### config.mk
export PLATFORM = sky130hd
export DESIGN_NAME = pc_fetch
export DESIGN_NICKNAME = d
export VERILOG_FILES = /design/src/rtl/pc_fetch_pkg.sv /design/src/rtl/pc_redirect_buf.sv /design/src/rtl/pc_fetch.sv
export SDC_FILE = /design/constraint.sdc
export NUM_CORES = 1
export LEC_CHECK = 0
export BUFFER_PORTS_ARGS = -buffer_cell sky130_fd_sc_hd__buf_2
export CORE_UTILIZATION = 45
export CTS_CLUSTER_SIZE = 30
export DETAILED_ROUTE_END_ITERATION = 10
export PLACE_DENSITY = 0.78
export SYNTH_ARGS = -nofsm -noshare
export SYNTH_HDL_FRONTEND = slang
export SYNTH_SLANG_ARGS = --single-unit
### constraint.sdc
create_clock -name clk -period 2.4 [get_ports clk]
set_input_delay 0.36 -clock clk [delete_from_list [all_inputs] [get_ports clk]]
set_output_delay 0.36 -clock clk [all_outputs]
set_load 0.03 [all_outputs]
### src/rtl/pc_fetch_pkg.sv
// Shared fetch-path definitions: bus widths, stall encoding, excepttype bit indices and boot address.
package pc_fetch_pkg;

   localparam int PC_TO_IC_WD  = 65;
   localparam int STALL_BUS_WD = 6;

   localparam logic Stop   = 1'b1;
   localparam logic NoStop = 1'b0;

   localparam int ADEL_IF = 0;
   localparam int REFILL  = 1;
   localparam int INVALID = 2;

   localparam logic [31:0] RESET_PC_DEFAULT = 32'hBFC0_0000;

   typedef struct packed {
      logic [31:0] excepttype;
      logic        ce;
      logic [31:0] pc;
   } pc_to_ic_t;

endpackage

### src/rtl/pc_redirect_buf.sv
// Pending-branch buffer: holds a branch target that arrived while the PC stage was stalled.
module pc_redirect_buf
   import pc_fetch_pkg::*;
(
   input  logic        clk,
   input  logic        rst,
   input  logic        capture_i,
   input  logic [31:0] capture_addr_i,
   input  logic        consume_i,
   input  logic        clear_i,
   output logic        pend_v_o,
   output logic [31:0] pend_addr_o
);

   logic        pend_v_q;
   logic [31:0] pend_addr_q;

   // NOTE: sequential state uses non-blocking assignments so every flop samples pre-edge values.
   always_ff @(posedge clk) begin
      if (rst) begin
         pend_v_q    <= 1'b0;
         pend_addr_q <= '0;
      end else if (capture_i) begin
         pend_v_q    <= 1'b1;
         pend_addr_q <= capture_addr_i;
      end else if (consume_i || clear_i) begin
         pend_v_q    <= 1'b0;
      end
   end

   assign pend_v_o    = pend_v_q;
   assign pend_addr_o = pend_addr_q;

endmodule

### src/rtl/pc_fetch.sv
// Fetch initiator: owns the PC, drives the IC-stage bus and the instruction-SRAM request.
// Optional misaligned-fetch (AdEL) detection is enabled by defining PC_ADDR_CHECK_EN.
module pc_fetch
   import pc_fetch_pkg::*;
#(
   parameter logic [31:0] RESET_PC = RESET_PC_DEFAULT
) (
   input  logic                    clk,
   input  logic                    rst,
   input  logic [STALL_BUS_WD-1:0] stall,
   input  logic                    flush,
   input  logic [31:0]             new_pc,
   input  logic                    br_e,
   input  logic [31:0]             br_addr,
   output logic [PC_TO_IC_WD-1:0]  pc_to_ic_bus,
   output logic                    inst_sram_en,
   output logic                    inst_sram_addr_unused_guard,
   output logic [31:0]             inst_sram_addr
);

   logic [31:0] pc_q, pc_d;
   logic        ce_q, ce_d;
   logic        pend_v;
   logic [31:0] pend_addr;
   logic        buf_capture, buf_consume, buf_clear;
   logic        pc_stop;
   logic        sram_en_raw;
   logic        adel;
   pc_to_ic_t   bus_s;

   assign pc_stop = (stall[0] == Stop);

   // Upper stall bits belong to later stages.
   logic unused_stall;
   assign unused_stall = ^stall[STALL_BUS_WD-1:1];
   assign inst_sram_addr_unused_guard = 1'b0;

   pc_redirect_buf u_redirect_buf (
      .clk            (clk),
      .rst            (rst),
      .capture_i      (buf_capture),
      .capture_addr_i (br_addr),
      .consume_i      (buf_consume),
      .clear_i        (buf_clear),
      .pend_v_o       (pend_v),
      .pend_addr_o    (pend_addr)
   );

   // NOTE: every always_comb output gets a default first so no path infers a latch.
   always_comb begin
      pc_d        = pc_q;
      ce_d        = ce_q;
      buf_capture = 1'b0;
      buf_consume = 1'b0;
      buf_clear   = 1'b0;
      if (flush) begin
         pc_d      = new_pc;
         ce_d      = 1'b1;
         buf_clear = 1'b1;
      end else if (br_e && !pc_stop) begin
         pc_d      = br_addr;
         ce_d      = 1'b1;
         buf_clear = 1'b1;
      end else if (br_e) begin
         buf_capture = 1'b1;
      end else if (pc_stop) begin
         pc_d = pc_q;
      end else if (pend_v) begin
         pc_d        = pend_addr;
         ce_d        = 1'b1;
         buf_consume = 1'b1;
      end else begin
         pc_d = pc_q + 32'd4;
         ce_d = 1'b1;
      end
   end

   assign sram_en_raw    = flush | (ce_d & !pc_stop);
   assign inst_sram_addr = pc_d;

`ifdef PC_ADDR_CHECK_EN
   assign adel         = |pc_q[1:0];
   assign inst_sram_en = sram_en_raw & ~(|pc_d[1:0]);
`else
   assign adel         = 1'b0;
   assign inst_sram_en = sram_en_raw;
`endif

   always_comb begin
      bus_s                     = '0;
      bus_s.excepttype[ADEL_IF] = adel;
      bus_s.ce                  = ce_q;
      bus_s.pc                  = pc_q;
   end

   assign pc_to_ic_bus = bus_s;

   always_ff @(posedge clk) begin
      if (rst) begin
         pc_q <= RESET_PC - 32'd4;
         ce_q <= 1'b0;
      end else begin
         pc_q <= pc_d;
         ce_q <= ce_d;
      end
   end

endmodule

==> summary.md, run 1 <==
| Metric | Value |
|---|---|
| Peak supply drop | `0.000232 V` |
| Sw frac | `36.9%` |
| IO Port Bufs | `134` |
| P_leak | `2.65 nW` |
| Core Region | `9330 sq um` |
| Initial Util | `46.9%` |
| Syn Area/Cell | `7.04 sq um` |
| Slew Viols, Final | `0` |
| Total congestion overflow | `0` |
| PwrDens | `582 nW/um^2` |
| CTS buffer count | `9` |
| Clock Sink Count | `66` |
| Routed length per instance | `17.7 um` |
| Top_reg_cell synth | `dfxtp_1` |
| Maximum buffer depth of the clock tree | `2` |
| Startpoint types | `register` |
| H-tree levels | `3` |
| Commonest non-fill, non-tap cell in the layout | `nand2_1` |
| Clk_lat worst skew | `0.35 ns` |
| Drt total wl | `16,600 um` |
| Fraction of registers with async set or reset after synthesis | `0%` |
| Sequential Power Share | `33.0%` |
| HPWL Detailed | `11,500 um` |
| Critical path class | `register to output port` |
| Slew headroom | `51.3%` |
| Combinational share of power | `35.5%` |
| Failing checks | `setup timing` |
| Clock root cell | `clkbuf_8` |
| Mapped Cells | `622` |
| Netlist cell types | `61` |
| FF+latch count, synth | `66` |
| Setup TNS | `-3.69 ns` |
| Ant diodes | `0` |
| Post-synth EDFFs | `0` |
| Clk pwr share | `31.5%` |
| Initial antenna violation count | `0` |
| Die W | `101 um` |
| Largest stage delay, worst path | `0.51 ns` |
| Critical-path cell list | `ha_4, nand4_4, buf_4, buf_8, or4_4, o21a_1, a211oi_2, buf_4` |
| Fmax | `366 MHz` |
| Tot GR Track Use | `31.8%` |
| Switching power | `1.36 mW` |
| Sequential-to-total area share from yosys stat | `30.2%` |
| Nets@finish | `876` |
| Rows | `35` |
| GP Congestion | `0.930` |
| Fin crit share | `114%` |
| Setup crit end kind | `output port` |
| Final worst path period need | `2.73 ns` |
| Worst Path Max Fanout | `6` |
| Cell Area, Synth | `4380 sq um` |
| CTS tree | `done` |
| Cell Int Power | `2.33 mW` |
| WP data required | `2.04 ns` |
| Slew @ Worst Pin | `0.730 ns` |
| Largest net degree at the start of global routing | `52` |
| Final setup fails | `19` |
| Vias per std cell | `5.75` |
| Layout cell share with drive strength beyond 1 | `39.1%` |
| RSZ-0062 raised after global routing | `true` |
| Placed cell area | `5500 sq um` |
| Skew final | `0.0128 ns` |
| DRT antenna net count | `0` |
| Die height | `101 um` |
| Pre-CTS WS | `-0.0855 ns` |
| # IOs | `173` |
| Hold WS | `0.255 ns` |
| Arrival time at the worst endpoint | `2.37 ns` |
| Hold crit path type | `primary input to register` |
| Setup WS post-layout | `-0.335 ns` |
| Synth warn | `0` |
| P&R area growth vs syn | `44.9%` |
| Final instance area | `6340 sq um` |
| Total power | `3.69 mW` |
| Die area | `10,100 sq um` |
| Final number of hold-violating endpoints | `0` |
| Status | `complete, but fails checks` |
| Commonest cells after routing, fill and taps aside | `nand2_1 (112), buf_2 (110), buf_4 (87)` |
| First-pass GRT wire length | `24,800 um` |
| DRC violations left | `0` |
| Vias | `5,374` |
| # Max-Cap Violations | `0` |
| Vias in the first global route | `4,845` |
| Reg clk slew, reported paths | `0.08 ns` |
| CP most frequent cell | `buf_4` |
| Crit path max-delay cell type | `or4_4` |
| Iteration-0 DRC Markers | `412` |
| Drt pass-1 iters | `5` |
sequential cells by signal (all words and copies together), names as in the netlist:
| name | count |
|---|---|
| pc_q | 32 |
| u_redirect_buf.pend_addr_o | 32 |
| ce_q | 1 |
| u_redirect_buf.pend_v_o | 1 |
final cells by class:
type / count / area, sq um
inverters: 22 / 82.6
well taps: 129 / 161
fillers: 768 / 2980
clock inverters: 5 / 83.8
multi-input cells: 484 / 3050
flip-flops and latches: 66 / 1370
clock buffers: 11 / 163
repair buffers: 218 / 1440
per-layer routing:
layer / vias up / GRT usage [%] / wire [um]
met2: 327 / 49.0 / 7480
met4: 0 / 13.4 / 433
met3: 38 / 4.92 / 1410
met1: 2512 / 44.3 / 7260
li1: 2497 / - / -
met5: - / 0 / 0
Yosys cell counts, types with 6 or more instances:
cell type | instances | share of area (%)
or2_2 | 9 | 1.3
buf_4 | 34 | 5.8
nor2_1 | 24 | 2.1
nor3_1 | 15 | 1.7
inv_1 | 20 | 1.7
o22ai_1 | 9 | 1.3
or2_1 | 8 | 1.1
a31oi_1 | 6 | 0.86
nor2b_1 | 6 | 0.86
a21oi_1 | 77 | 8.8
a211oi_1 | 7 | 1.2
or4_1 | 8 | 1.4
nand3_1 | 15 | 1.7
o211ai_1 | 9 | 1.5
xnor2_1 | 11 | 2.2
nand3b_1 | 12 | 2.1
clkbuf_1 | 38 | 3.3
o21ai_0 | 30 | 3.4
nand4_1 | 10 | 1.4
buf_1 | 6 | 0.51
nand2_1 | 113 | 9.7
dfxtp_1 | 66 | 30
power by group through the flow:
stage	clock, mW	sequential, mW	combinational (mW)
after floorplan	0	1.33	0.666
after global placement	0	1.24	1.09
after detailed placement	0	1.24	1.10
after CTS	1.17	1.22	1.20
after global routing	1.21	1.23	1.38
final	1.16	1.22	1.31
cell families after synthesis:
family / after synthesis / share of synthesized area, %
other: 1 / 0.0856
adder cells (fa/ha/maj): 1 / 0.286
flip-flops: 66 / 30.2
XOR/XNOR: 13 / 2.60
AO/OA/AOI/OAI: 184 / 25.7
buffers and inverters: 104 / 11.9
AND/OR/NAND/NOR: 251 / 28.7
multiplexers: 2 / 0.457
critical path: cells and delay by family (launching register included):
family,cells,cell delay (ns)
AOI/OAI and AO/OA,2,0.42
and+or+nand+nor,2,0.61
buffers and inverters,3,0.49
DFF,1,0.37
adders and majority gates,1,0.14
what timing repair did:
| action | in CTS | in global routing |
|---|---|---|
| pin swaps | 28 | 17 |
| gates resized for setup | 69 | 43 |
| setup endpoints to repair | 21 | 24 |
| hold buffers | 0 | 0 |
| buffers inserted | 12 | 10 |
| endpoints found under the hold margin | 0 | 0 |
path summary, 6_finish.rpt:
kind,start,to,slack (ns),depth (start not counted)
worst min-delay path,br_addr[0],u_redirect_buf.pend_addr_o[0]$_SDFFE_PP0P_,0.26,3
worst max register to register,pc_q[2]$_SDFF_PP1_,pc_q[22]$_SDFF_PP0_,0.13,10
worst min register to register,u_redirect_buf.pend_addr_o[0]$_SDFFE_PP0P_,u_redirect_buf.pend_addr_o[0]$_SDFFE_PP0P_,0.46,2
worst max-delay path,pc_q[2]$_SDFF_PP1_,inst_sram_addr[28],-0.33,8
per-stage QoR:
stage,utilization [%],cells
floorplan,-,654
global placement,59.0,899
detailed placement,59.0,899
CTS,65.4,927
global route,68.0,935
finish,68.0,935
Power figures use the tool's default switching activity.
==> run 2, diff against run 1 <==
ABC_AREA = 1   (was default)
REMOVE_ABC_BUFFERS = 1   (was default)
==> summary.md, run 2 <==
| Metric | Value |
|---|---|
| Sequential-to-total area share from yosys stat | `30.4%` |
| FF+latch count, synth | `66` |
| H-tree levels | `3` |
| # Max-Cap Violations | `0` |
| Startpoint types | `register` |
| Clock root cell | `clkbuf_8` |
| DRT antenna net count | `0` |
| Area contributors post-synth | `dfxtp_1 (30%), nand2_1 (15%), nor2_1 (12%)` |
| Tot GR Track Use | `25.1%` |
| Initial Util | `46.8%` |
| Setup WS post-layout | `0.0935 ns` |
| Maximum buffer depth of the clock tree | `2` |
| Drt pass-1 iters | `5` |
| Register-to-register setup slack | `0.79 ns` |
| Initial antenna violation count | `0` |
| Worst Path Max Fanout | `6` |
| Top_reg_cell synth | `dfxtp_1` |
| Total power | `3.35 mW` |
| Vias | `4,824` |
| P&R area growth vs syn | `26.8%` |
| Fraction of registers with async set or reset after synthesis | `0%` |
| Iteration-0 DRC Markers | `232` |
| Crit path max-delay cell type | `dfxtp_2` |
| XOR/XNOR Fraction of Synth Area | `0.807%` |
| Slew @ Worst Pin | `0.565 ns` |
| Fin crit share | `96.1%` |
| Synth Area in Adders | `0.288%` |
| Syn Area/Cell | `6.27 sq um` |
| Setup crit end kind | `output port` |
| Ant diodes | `0` |
| Die W | `100 um` |
| P_leak | `2.78 nW` |
| Largest stage delay, worst path | `0.35 ns` |
| Post-synth top cells | `nand2_1 (170), nor2_1 (136), dfxtp_1 (66), o21ai_0 (57), inv_1 (51)` |
| Slew headroom | `62.3%` |
| HPWL Detailed | `9080 um` |
| Synth warn | `0` |
| Post-synthesis mux area share | `0%` |
| Slew Viols, Final | `0` |
| Largest net degree at the start of global routing | `33` |
| CTS buffer count | `9` |
| # IOs | `173` |
| Netlist cell types | `39` |
| Commonest cells after routing, fill and taps aside | `nand2_1 (162), buf_2 (127), nor2_1 (124)` |
| Fmax | `434 MHz` |
| Vias per std cell | `5.03` |
| Final setup fails | `0` |
| DRC violations left | `0` |
| Die height | `100 um` |
| Placed cell area | `5030 sq um` |
| Top cell type's share of synthesized area | `30.4%` |
| Status | `completed` |
| Clk_lat worst skew | `0.35 ns` |
| WP data required | `2.04 ns` |
| Synth Area in Simple Gates | `38.6%` |
| Layout cell share with drive strength beyond 1 | `31.0%` |
| Critical path class | `register to output port` |
| CTS tree | `done` |
| IO Port Bufs | `134` |
| Routed length per instance | `13.1 um` |
| Compound-Gate Fraction of Synth Area | `15.8%` |
| First-pass GRT wire length | `20,300 um` |
| Clock Sink Count | `66` |
| Final instance area | `5510 sq um` |
| Most frequent cell after synthesis | `nand2_1` |
| Core Region | `9280 sq um` |
| Peak supply drop | `0.000383 V` |
| Commonest non-fill, non-tap cell in the layout | `nand2_1` |
| Final worst path period need | `2.31 ns` |
| Nets@finish | `902` |
| Drt total wl | `12,600 um` |
| CTS Hold Bufs | `0` |
| PwrDens | `608 nW/um^2` |
| Cell type with the largest total area after synthesis | `dfxtp_1` |
| Arrival time at the worst endpoint | `1.95 ns` |
| Cell Area, Synth | `4340 sq um` |
| Critical-path cell list | `buf_4, nand2_2, nor2_4, nand2_4, nor2_4, nand3_1, nand2_1, nand3_1, nand2_1, o21ai_2, inv_1, clkbuf_4` |
| Hold crit path type | `primary input to register` |
| Die area | `10,000 sq um` |
| Vias in the first global route | `4,262` |
| Mapped Cells | `692` |
| Post-synth EDFFs | `0` |
| Pre-CTS WS | `0.326 ns` |
| Reg clk slew, reported paths | `0.07 ns` |
| Skew final | `0.00684 ns` |
| GP Congestion | `0.914` |
| RSZ-0062 raised after global routing | `true` |
| Rows | `35` |
| Final number of hold-violating endpoints | `0` |
| Total congestion overflow | `0` |
| Largest family of logic cells by synthesized area | `simple AND/OR/NAND/NOR gates` |
-- run 2: cell types whose count changed after synthesis, sizes merged, moves of 7 or more --
cell    before  now
o211ai       9    1
a221oi       4   26
a211oi       7    0
inv         20   57
o22ai        9    0
xnor2       11    4
nor2        24  151
o21ai       34   73
nand2      113  176
nand3       15   27
clkbuf      39   18
a21oi       77    8
or4          8    0
nor3        15    2
-- run 2: layout make-up --
| type | instances | area [sq um] |
|---|---|---|
| well taps | 129 | 161 |
| inverters | 58 | 223 |
| multi-input cells | 537 | 2680 |
| flip-flops and latches | 66 | 1370 |
| repair buffers | 155 | 862 |
| fillers | 933 | 3780 |
| clock buffers | 13 | 159 |
| clock inverters | 2 | 60.1 |
-- run 2: per-stage QoR --
step,setup TNS (ns),util (%),hold WS (ns),cells
final,0,59.3,0.212,960
after floorplan,-3.35,-,0.432,661
after global placement,0,54.2,0.457,939
after CTS,-0.00230,56.8,0.209,954
after detailed placement,0,54.2,0.463,939
after global routing,-0.275,59.3,0.219,960
-- run 2: power by group --
group          internal (mW)  switching (mW)
sequential              1.17          0.0779
combinational          0.335           0.705
clock                  0.638           0.423
total                   2.14            1.21
-- run 2: path summary, 6_finish.rpt --
| kind | startpoint | cells past startpoint | end |
|---|---|---|---|
| max reg2reg | pc_q[3]$_SDFF_PP1_ | 12 | pc_q[11]$_SDFF_PP1_ |
| max | pc_q[3]$_SDFF_PP1_ | 12 | inst_sram_addr[23] |
| min | new_pc[17] | 3 | pc_q[17]$_SDFF_PP1_ |
| min reg2reg | ce_q$_SDFF_PP0_ | 2 | ce_q$_SDFF_PP0_ |
-- run 2: routing by layer --
metal	share of wire (%)	vias to the layer above	GRT usage, %
met5	0	-	0
met4	1.3	0	6.35
met3	6.8	12	5.92
met2	48	197	41.8
met1	44	2171	32.7
li1	-	2444	-
-- run 2: cell families (layout without fill, tap and decap cells) --
kind of cell | Yosys count | count (layout)
other | 1 | 33
XOR/XNOR | 4 | 4
buffers and inverters | 121 | 228
flip-flops | 66 | 66
AO/OA/AOI/OAI | 113 | 113
adder cells (fa/ha/maj) | 1 | 1
AND/OR/NAND/NOR | 386 | 386
-- run 2: critical path, delay by kind of cell, from the launching register on --
family / cells / cell delay, ns
flops: 1 / 0.35
compound gates: 1 / 0.06
buf+inv: 3 / 0.38
simple gates: 8 / 0.81
-- run 2: repair_timing --
| action | in CTS | in global routing |
|---|---|---|
| endpoints found under the setup margin | 7 | 25 |
| setup buffers | 0 | 6 |
| pin swaps | 1 | 13 |
| resized for setup | 10 | 70 |
